--- src/rtl/popcount_seq.sv ---
// Sequential population counter: one 7-bit chunk per cycle through a shared 7:3 carry-save counter.
// Optional build macro POPCOUNT_SKIP_ZERO_EN ends counting early once the remaining chunks are all zero.

module popcount_csa73 (
    input  logic [6:0] bits,
    output logic [2:0] cnt
);
    logic s0, c0, s1, c1, c2;

    // Two first-level full adders, then one on the sums and one on the carries.
    assign s0 = bits[0] ^ bits[1] ^ bits[2];
    assign c0 = (bits[0] & bits[1]) | (bits[0] & bits[2]) | (bits[1] & bits[2]);
    assign s1 = bits[3] ^ bits[4] ^ bits[5];
    assign c1 = (bits[3] & bits[4]) | (bits[3] & bits[5]) | (bits[4] & bits[5]);
    assign cnt[0] = s0 ^ s1 ^ bits[6];
    assign c2 = (s0 & s1) | (s0 & bits[6]) | (s1 & bits[6]);
    assign cnt[1] = c0 ^ c1 ^ c2;
    assign cnt[2] = (c0 & c1) | (c0 & c2) | (c1 & c2);
endmodule

module popcount_seq #(
    parameter int DATA_W = 28
) (
    input  logic                        clk,
    input  logic                        rst_n,
    input  logic                        in_valid,
    output logic                        in_ready,
    input  logic [DATA_W-1:0]           in_data,
    output logic                        out_valid,
    input  logic                        out_ready,
    output logic [$clog2(DATA_W+1)-1:0] out_count,
    output logic                        busy
);
    localparam int NCH = (DATA_W + 6) / 7;
    localparam int SW  = NCH * 7;
    localparam int CW  = $clog2(DATA_W + 1);
    localparam int IW  = (NCH > 1) ? $clog2(NCH) : 1;
    localparam int AW  = (CW > 3) ? CW : 3;

    typedef enum logic [1:0] {S_IDLE, S_COUNT, S_DONE} state_t;

    state_t        state_q, state_d;
    logic [SW-1:0] sh_q, sh_d, sh_shift;
    logic [CW-1:0] acc_q, acc_d;
    logic [IW-1:0] idx_q, idx_d;
    logic          in_ready_q, in_ready_d;
    logic          out_valid_q, out_valid_d;
    logic          busy_q, busy_d;
    logic [2:0]    cnt3;
    logic [AW-1:0] sum_w;
    logic          last_chunk;

    popcount_csa73 u_csa (
        .bits (sh_q[6:0]),
        .cnt  (cnt3)
    );

    always_comb begin
        state_d     = state_q;
        sh_d        = sh_q;
        acc_d       = acc_q;
        idx_d       = idx_q;
        sh_shift    = sh_q >> 7;
        sum_w       = AW'(acc_q) + AW'(cnt3);
`ifdef POPCOUNT_SKIP_ZERO_EN
        last_chunk  = (sh_shift == '0) || (idx_q == IW'(NCH - 1));
`else
        last_chunk  = (idx_q == IW'(NCH - 1));
`endif
        case (state_q)
            S_IDLE: begin
                if (in_valid && in_ready_q) begin
                    sh_d              = '0;
                    sh_d[DATA_W-1:0]  = in_data;
                    acc_d             = '0;
                    idx_d             = '0;
                    state_d           = S_COUNT;
                end
            end
            S_COUNT: begin
                acc_d = sum_w[CW-1:0];
                sh_d  = sh_shift;
                idx_d = idx_q + IW'(1);
                if (last_chunk) begin
                    state_d = S_DONE;
                end
            end
            S_DONE: begin
                if (out_ready) begin
                    state_d = S_IDLE;
                end
            end
            default: state_d = S_IDLE;
        endcase
        // Outputs are registered from the next state so they line up with it.
        in_ready_d  = (state_d == S_IDLE);
        out_valid_d = (state_d == S_DONE);
        busy_d      = (state_d != S_IDLE);
    end

    always_ff @(posedge clk or negedge rst_n) begin
        if (!rst_n) begin
            state_q     <= S_IDLE;
            sh_q        <= '0;
            acc_q       <= '0;
            idx_q       <= '0;
            in_ready_q  <= 1'b0;
            out_valid_q <= 1'b0;
            busy_q      <= 1'b0;
        end else begin
            state_q     <= state_d;
            sh_q        <= sh_d;
            acc_q       <= acc_d;
            idx_q       <= idx_d;
            in_ready_q  <= in_ready_d;
            out_valid_q <= out_valid_d;
            busy_q      <= busy_d;
        end
    end

    assign in_ready  = in_ready_q;
    assign out_valid = out_valid_q;
    assign out_count = acc_q;
    assign busy      = busy_q;
endmodule

--- config.mk ---
export PLATFORM = sky130hd
export DESIGN_NAME = popcount_seq
export DESIGN_NICKNAME = d
export VERILOG_FILES = /design/src/rtl/popcount_seq.sv
export SDC_FILE = /design/constraint.sdc
export NUM_CORES = 1
export LEC_CHECK = 0
export ABC_CLOCK_PERIOD_IN_PS = 2900
export CAP_MARGIN = 20
export CELL_PAD_IN_SITES_DETAIL_PLACEMENT = 1
export CELL_PAD_IN_SITES_GLOBAL_PLACEMENT = 1
export CORE_MARGIN = 4
export CORE_UTILIZATION = 30
export CTS_CLUSTER_SIZE = 25
export DETAILED_ROUTE_END_ITERATION = 10
export PLACE_DENSITY = 0.67
export SLEW_MARGIN = 15
export SYNTH_ARGS = -nofsm -noshare
export SYNTH_HDL_FRONTEND = slang
export SYNTH_HIERARCHICAL = 1
export SYNTH_SLANG_ARGS = --single-unit
export TNS_END_PERCENT = 100
--- constraint.sdc ---
create_clock -name clk -period 2.9 [get_ports clk]
set_input_delay 0.29 -clock clk [delete_from_list [all_inputs] [get_ports clk]]
set_output_delay 0.29 -clock clk [all_outputs]
set_load 0.01 [all_outputs]
==> results.md <==
- Worst Max-Slew Pin Slew: 914.7 ps
- Drt total wl: 4463 um
- Crit path time final: 2770 ps
- Vias: 1,474
- Root Driver: clkbuf_8
- Post-detail-place hpwl: 3039 um
- Final hold violation count: 0
- Core box area: 0.006350 mm2
- DP Cell Count: 296
- Vias in the first global route: 1,630
- Final setup violating endpoints: 0
- Wire length of the first global-routing pass: 7465 um
- Sum of negative setup slack: 0 ps
- Hold Path Class: in2async
- Finished Layout Cells: 304
- Clk network pwr share: 10.9%
- Slew Viols, Final: 0
- Clock skew: 7.115 ps
- Peak VDD IR: 0.4063 mV
- Skew-Pair Late Insertion Delay: 290 ps
- Synth Warn #: 6
- Synth Area per Inst: 10.40 um2
- Critical path class: reg2reg
- Tcrit/Tclk final: 95.50%
- Yosys reg bits: 40
- Gpl congestion: 0.6880
- Relative slew slack: 39.02%
- Sink Count: 40
- Internal: 1811 uW
- RSZ-0062 raised after global routing: false
- Mean number of vias per cell: 4.849
- Synth-to-Final Area Change: 25.59%
- I/O pin cnt: 40
- Logic gate share of total power: 57.0%
- Die H: 88.95 um
- Worst EP arrival: 2930 ps
- Max FO, Critical Path: 2
- Port Buf Inserts: 39
- Leakage: 0.001129 uW
- CTS H-tree depth: 2
- Seq/Total Area, Yosys: 50.92%
- Drt initial violations: 74
- Cell Area, Synth: 0.001966 mm2
- Largest net degree at the start of global routing: 41
- Post-Syn Nets: 230
- Routed Antenna Nets: 0
- PwrDens: 1281 mW/mm2
- N_diodes: 0
- Initial antenna violation count: 0
- Startpoint Class: register
- Residual overflow from global routing: 0
- Netlist cell types: 31
- Cells after synthesis: 189
- Rows: 29
- Kind of end point of the critical path: register
- Area of the multi-input gates: 818.3 um2
- Initial cell density of the core: 30.96%
- CP Cell Sequence: inv_1 -> fa_1 -> fa_2 -> inv_1 -> fa_1 -> inv_1 -> fa_1 -> nor2b_1 -> o211ai_1 -> mux2i_1
- # nets final: 268
- Top achievable clock speed: 0.3611 GHz
- CTS max path bufs: 2
- Switch Pwr: 1351 uW
- Die area: 0.007911 mm2
- Sequential fraction of design power: 32.1%
- Critical Path RT: 3060 ps
- Die width: 88.95 um
- Max Cap Viol: 0
- CP max stage delay: 580 ps
- Footprint of the flip-flops and latches: 0.001001 mm2
- Share of layout cells above drive strength 1: 11.45%
- GRT Total Usage: 12.22%
- Clk pin slew, worst setup/hold paths: 80 ps
- Net Sw Frac: 42.73%
- Total iterations of the first detailed-routing run: 4
- Status: complete, no violations
- TritonCTS clock tree: done
- Fillers: 728
- DR WL/cell: 14.68 um
- Post-route DRC: 0
- Slowest CP cell: fa_1
- Num CTS Buffers: 5
[what timing repair did]
action,CTS,global route
hold buffers,0,0
resized for setup,1,2
setup buffers,0,1
endpoints found under the setup margin,1,1
pin swaps,0,3
endpoints found under the hold margin,0,0
[sequential cells by signal (all words and copies together) (netlist names)]
signal	flops
sh_q	28
out_count	5
idx_q	2
state_q	2
busy	1
in_ready	1
out_valid	1
[cells in the final DEF (no fill, tap or decap), types with 6 or more instances in the layout]
| cell type | n |
|---|---|
| nand2_1 | 29 |
| inv_1 | 11 |
| o22ai_1 | 11 |
| buf_4 | 6 |
| clkdlybuf4s50_1 | 38 |
| nor2_1 | 12 |
| nand3_1 | 22 |
| dfrtp_1 | 40 |
| nor3_1 | 9 |
[final cells by class]
| class | instances | share of cell area [%] |
|---|---|---|
| repair buffers | 45 | 17.44 |
| clock inverters | 1 | 0.2027 |
| inverters | 12 | 1.825 |
| multi-input cells | 123 | 33.15 |
| flip-flops and latches | 40 | 40.55 |
| well taps | 77 | 3.903 |
| clock buffers | 6 | 2.940 |
[critical path: cells and delay by family, from the launching register on]
family / cells / cell delay [ps]
AO/OA/AOI/OAI: 1 / 100
adder cells (fa/ha/maj): 4 / 1720
buffers and inverters: 3 / 170
flip-flops: 1 / 360
multiplexers: 1 / 160
AND/OR/NAND/NOR: 1 / 130
[power by group through the flow]
stage               clock, uW  sequential, uW  combinational [uW]
CTS                       367            1020                1800
global route              391            1060                2070
global placement            0            1010                1640
floorplan                   0            1010                1340
detailed placement          0            1030                1760
finish                    346            1010                1800
[metal layers]
layer / vias to the layer above / share of wire, % / GRT usage (%)
met4: 0 / 1.1 / 3.248
li1: 722 / - / -
met3: 5 / 4.0 / 3.226
met1: 718 / 47 / 15.42
met5: - / 0 / 0
met2: 29 / 48 / 20.85
[final timing paths]
check,start,to,slack (ps),depth (start not counted)
max,sh_q[2]$_DFFE_PN0P_,out_count[4]$_DFFE_PN0P_,130,10
min,rst_n,sh_q[22]$_DFFE_PN0P_,130,1
max reg2reg,sh_q[2]$_DFFE_PN0P_,out_count[4]$_DFFE_PN0P_,130,10
min reg2reg,out_count[4]$_DFFE_PN0P_,out_count[4]$_DFFE_PN0P_,490,1
max in group asynchronous,rst_n,busy$_DFF_PN0_,2190,1
min in group clk,out_count[4]$_DFFE_PN0P_,out_count[4]$_DFFE_PN0P_,490,1
[logic make-up after synthesis]
family	synth area share [%]
buffers and inverters	8.211
adder cells (fa/ha/maj)	7.639
AO/OA/AOI/OAI	12.41
flip-flops	50.92
multiplexers	0.5093
AND/OR/NAND/NOR	19.86
XOR/XNOR	0.4457
[cell usage after synthesis]
master     instances  area (um2)
nor2b_1            1       6.260
o311ai_1           1       8.760
o41ai_2            1       16.27
nand3_1           22       110.1
and2b_1            1       7.510
buf_8              1       15.01
buf_2              6       30.03
nand2b_1           1       6.260
nor3_1             9       45.04
ha_1               4       50.05
dfrtp_1           40        1001
o21ai_1            4       20.02
a22oi_1            5       37.54
nand2_1           29       108.9
buf_4              2       15.01
o22ai_1           11       68.82
a21o_1             2       15.01
xor2_1             1       8.760
mux2i_1            1       10.01
nand4bb_1          1       11.26
inv_2              1       3.750
nor3b_1            1       7.510
fa_1               5       100.1
o211ai_1           1       7.510
nor2_1            12       45.04
nor3_2             3       30.03
and4bb_1           1       12.51
inv_1             11       41.29
buf_6              5       56.30
a211oi_1           1       7.510
a22oi_2            5       62.56
[metrics by stage]
stage | hold slack, ps | total power [uW] | setup WS [ps] | area, um2 | util, %
2_1_floorplan | -5.591 | 2350 | 212.0 | 1966 | -
3_3_place_gp | 472.6 | 2652 | 117.7 | 2369 | 37.30
3_5_place_dp | 476.6 | 2786 | 9.611 | 2369 | 37.30
4_1_cts | 167.2 | 3183 | 10.48 | 2451 | 38.60
5_1_grt | 194.3 | 3512 | 15.56 | 2469 | 38.88
6_report | 132.4 | 3162 | 130.4 | 2469 | 38.88
Power figures use the tool's default switching activity.
==> RTL edit (config.mk and constraints unchanged) <==
Build with the macro `POPCOUNT_SKIP_ZERO_EN` defined.
--- a/src/rtl/popcount_seq.sv
+++ b/src/rtl/popcount_seq.sv
@@ -1,5 +1,7 @@
 // Sequential population counter: one 7-bit chunk per cycle through a shared 7:3 carry-save counter.
 // Optional build macro POPCOUNT_SKIP_ZERO_EN ends counting early once the remaining chunks are all zero.
+
+`define POPCOUNT_SKIP_ZERO_EN
 
 module popcount_csa73 (
     input  logic [6:0] bits,
Function: changed (a bounded check fails within 4 cycles, from zero or initial values and one cycle with rst_n low).
==> RTL edit against the unedited design <==
  * Setup slack worse by 0.047 ns
  * Critical path type unchanged
  * Clock skew is 0.00095 ns higher
  * Routed wire length is 6.5% higher
  * Power decreased by 8.9%
  * Final cell count up 3.3%
  * Sequential cell count is the same
  * First-iteration DRC count shrank 26%
  * Synthesized area grew 2.2%
  * Count of clock-buffer cells in the layout stayed put
  * Design area is 3.8% higher
==> RTL edit: results (changes against the unedited design) <==
stage,metric,value,unit,change
grt,grt_usage,12.5,%,+0.30 points
sta,skew,0.00807,ns,+0.000950 ns
cells_and_area,bufAreaShareNonClock,17.0,%,-0.43 points
critical_path,cp.arrival,3.03,ns,+0.10 ns
grt,grt_pass1_wl,8220,um,+10%
floorplanning,dieArea,8070,um^2,+2.0%
critical_path,startpoint,sh_q[3],,
detailed_routing,met3_length,201,um,+12%
grt,grt_use_met2,20.5,%,-0.36 points
cells_and_area,non_clock_buffer_count,44,,-2.2%
grt,grt_pass1_vias,1712,,+5.0%
yosys,synth_area_leaders,"dfrtp_1 (50%), mux2i_1 (10%), nand2_1 (7.8%), o21ai_0 (6.2%), fa_1 (5.0%)",,
yosys,synthTopCellsByCount,"nand2_1 (42), dfrtp_1 (40), o21ai_0 (25), mux2i_1 (21), inv_1 (10)",,
grt,grt_use_met1,16.2,%,+0.75 points
detailed_routing,wl_met2,2320,um,+7.9%
outcome,outcome,"finished, final reports clean",,
cells_and_area,clockNetworkAreaShare,3.62,%,+0.47 points
cells_and_area,multi_input_area,898,um^2,+9.8%
cells_and_area,seq_share,39.1,%,-1.5 points
cells_and_area,drive_gt1_share,9.28,%,-2.2 points
grt,grt.met3_usage,3.17,%,-0.054 points
cells_and_area,fin_nets,277,,+3.4%
yosys,synth_fp_nets,238,,+3.5%
detailed_routing,drt-met1-wl,2160,um,+3.6%
critical_path,crit_end,out_count[3],,
sta,hold_ws,0.148,ns,+0.0158 ns
cells_and_area,nMultiInputCombCells,135,,+9.8%
clock_network,cts_setup_buffers,1,,+1
detailed_routing,vias_per_cell,4.95,,+2.1%
yosys,synthAdderAreaFrac,7.47,%,-0.17 points
yosys,synthDistinctLibCells,30,,-3.2%
cells_and_area,inv_count,10,,-2
yosys,synth_xor_area_share,0.436,%,-0.0097 points
yosys,synth-compound-area-share,11.7,%,-0.71 points
sta,slew-limit-headroom,36.9,%,-2.1 points
power,p_per_area,1120,nW/um^2,-12%
cells_and_area,seq_cell_count,40,,unchanged
yosys,ys_seq_area_share,49.8,%,-1.1 points
==> RTL edit: changes by cell type in the layout (fill, tap and decap cells not counted), moves of 5 or more <==
| cell | before | now |
|---|---|---|
| o21ai_0 | 0 | 25 |
| nand3_1 | 22 | 1 |
| a22oi_1 | 5 | 0 |
| a22oi_2 | 5 | 0 |
| o22ai_1 | 11 | 1 |
| o21ai_1 | 4 | 9 |
| nor2_1 | 12 | 3 |
| nand2_1 | 29 | 42 |
| nor3_1 | 9 | 1 |
| mux2i_1 | 1 | 21 |
==> RTL edit: report_power, final <==
part / internal, uW / switching, uW
Sequential: 809 / 196
Clock: 190 / 196
Combinational: 705 / 785
Total: 1700 / 1180
==> RTL edit: through the flow <==
step	instances	setup slack [ns]	TNS [ns]
floorplan	197	0.0784	0
global placement	305	0.0176	0
detailed placement	305	-0.0464	-0.0464
CTS	314	0.00571	0
global route	314	0.00763	0
finish	314	0.0837	0
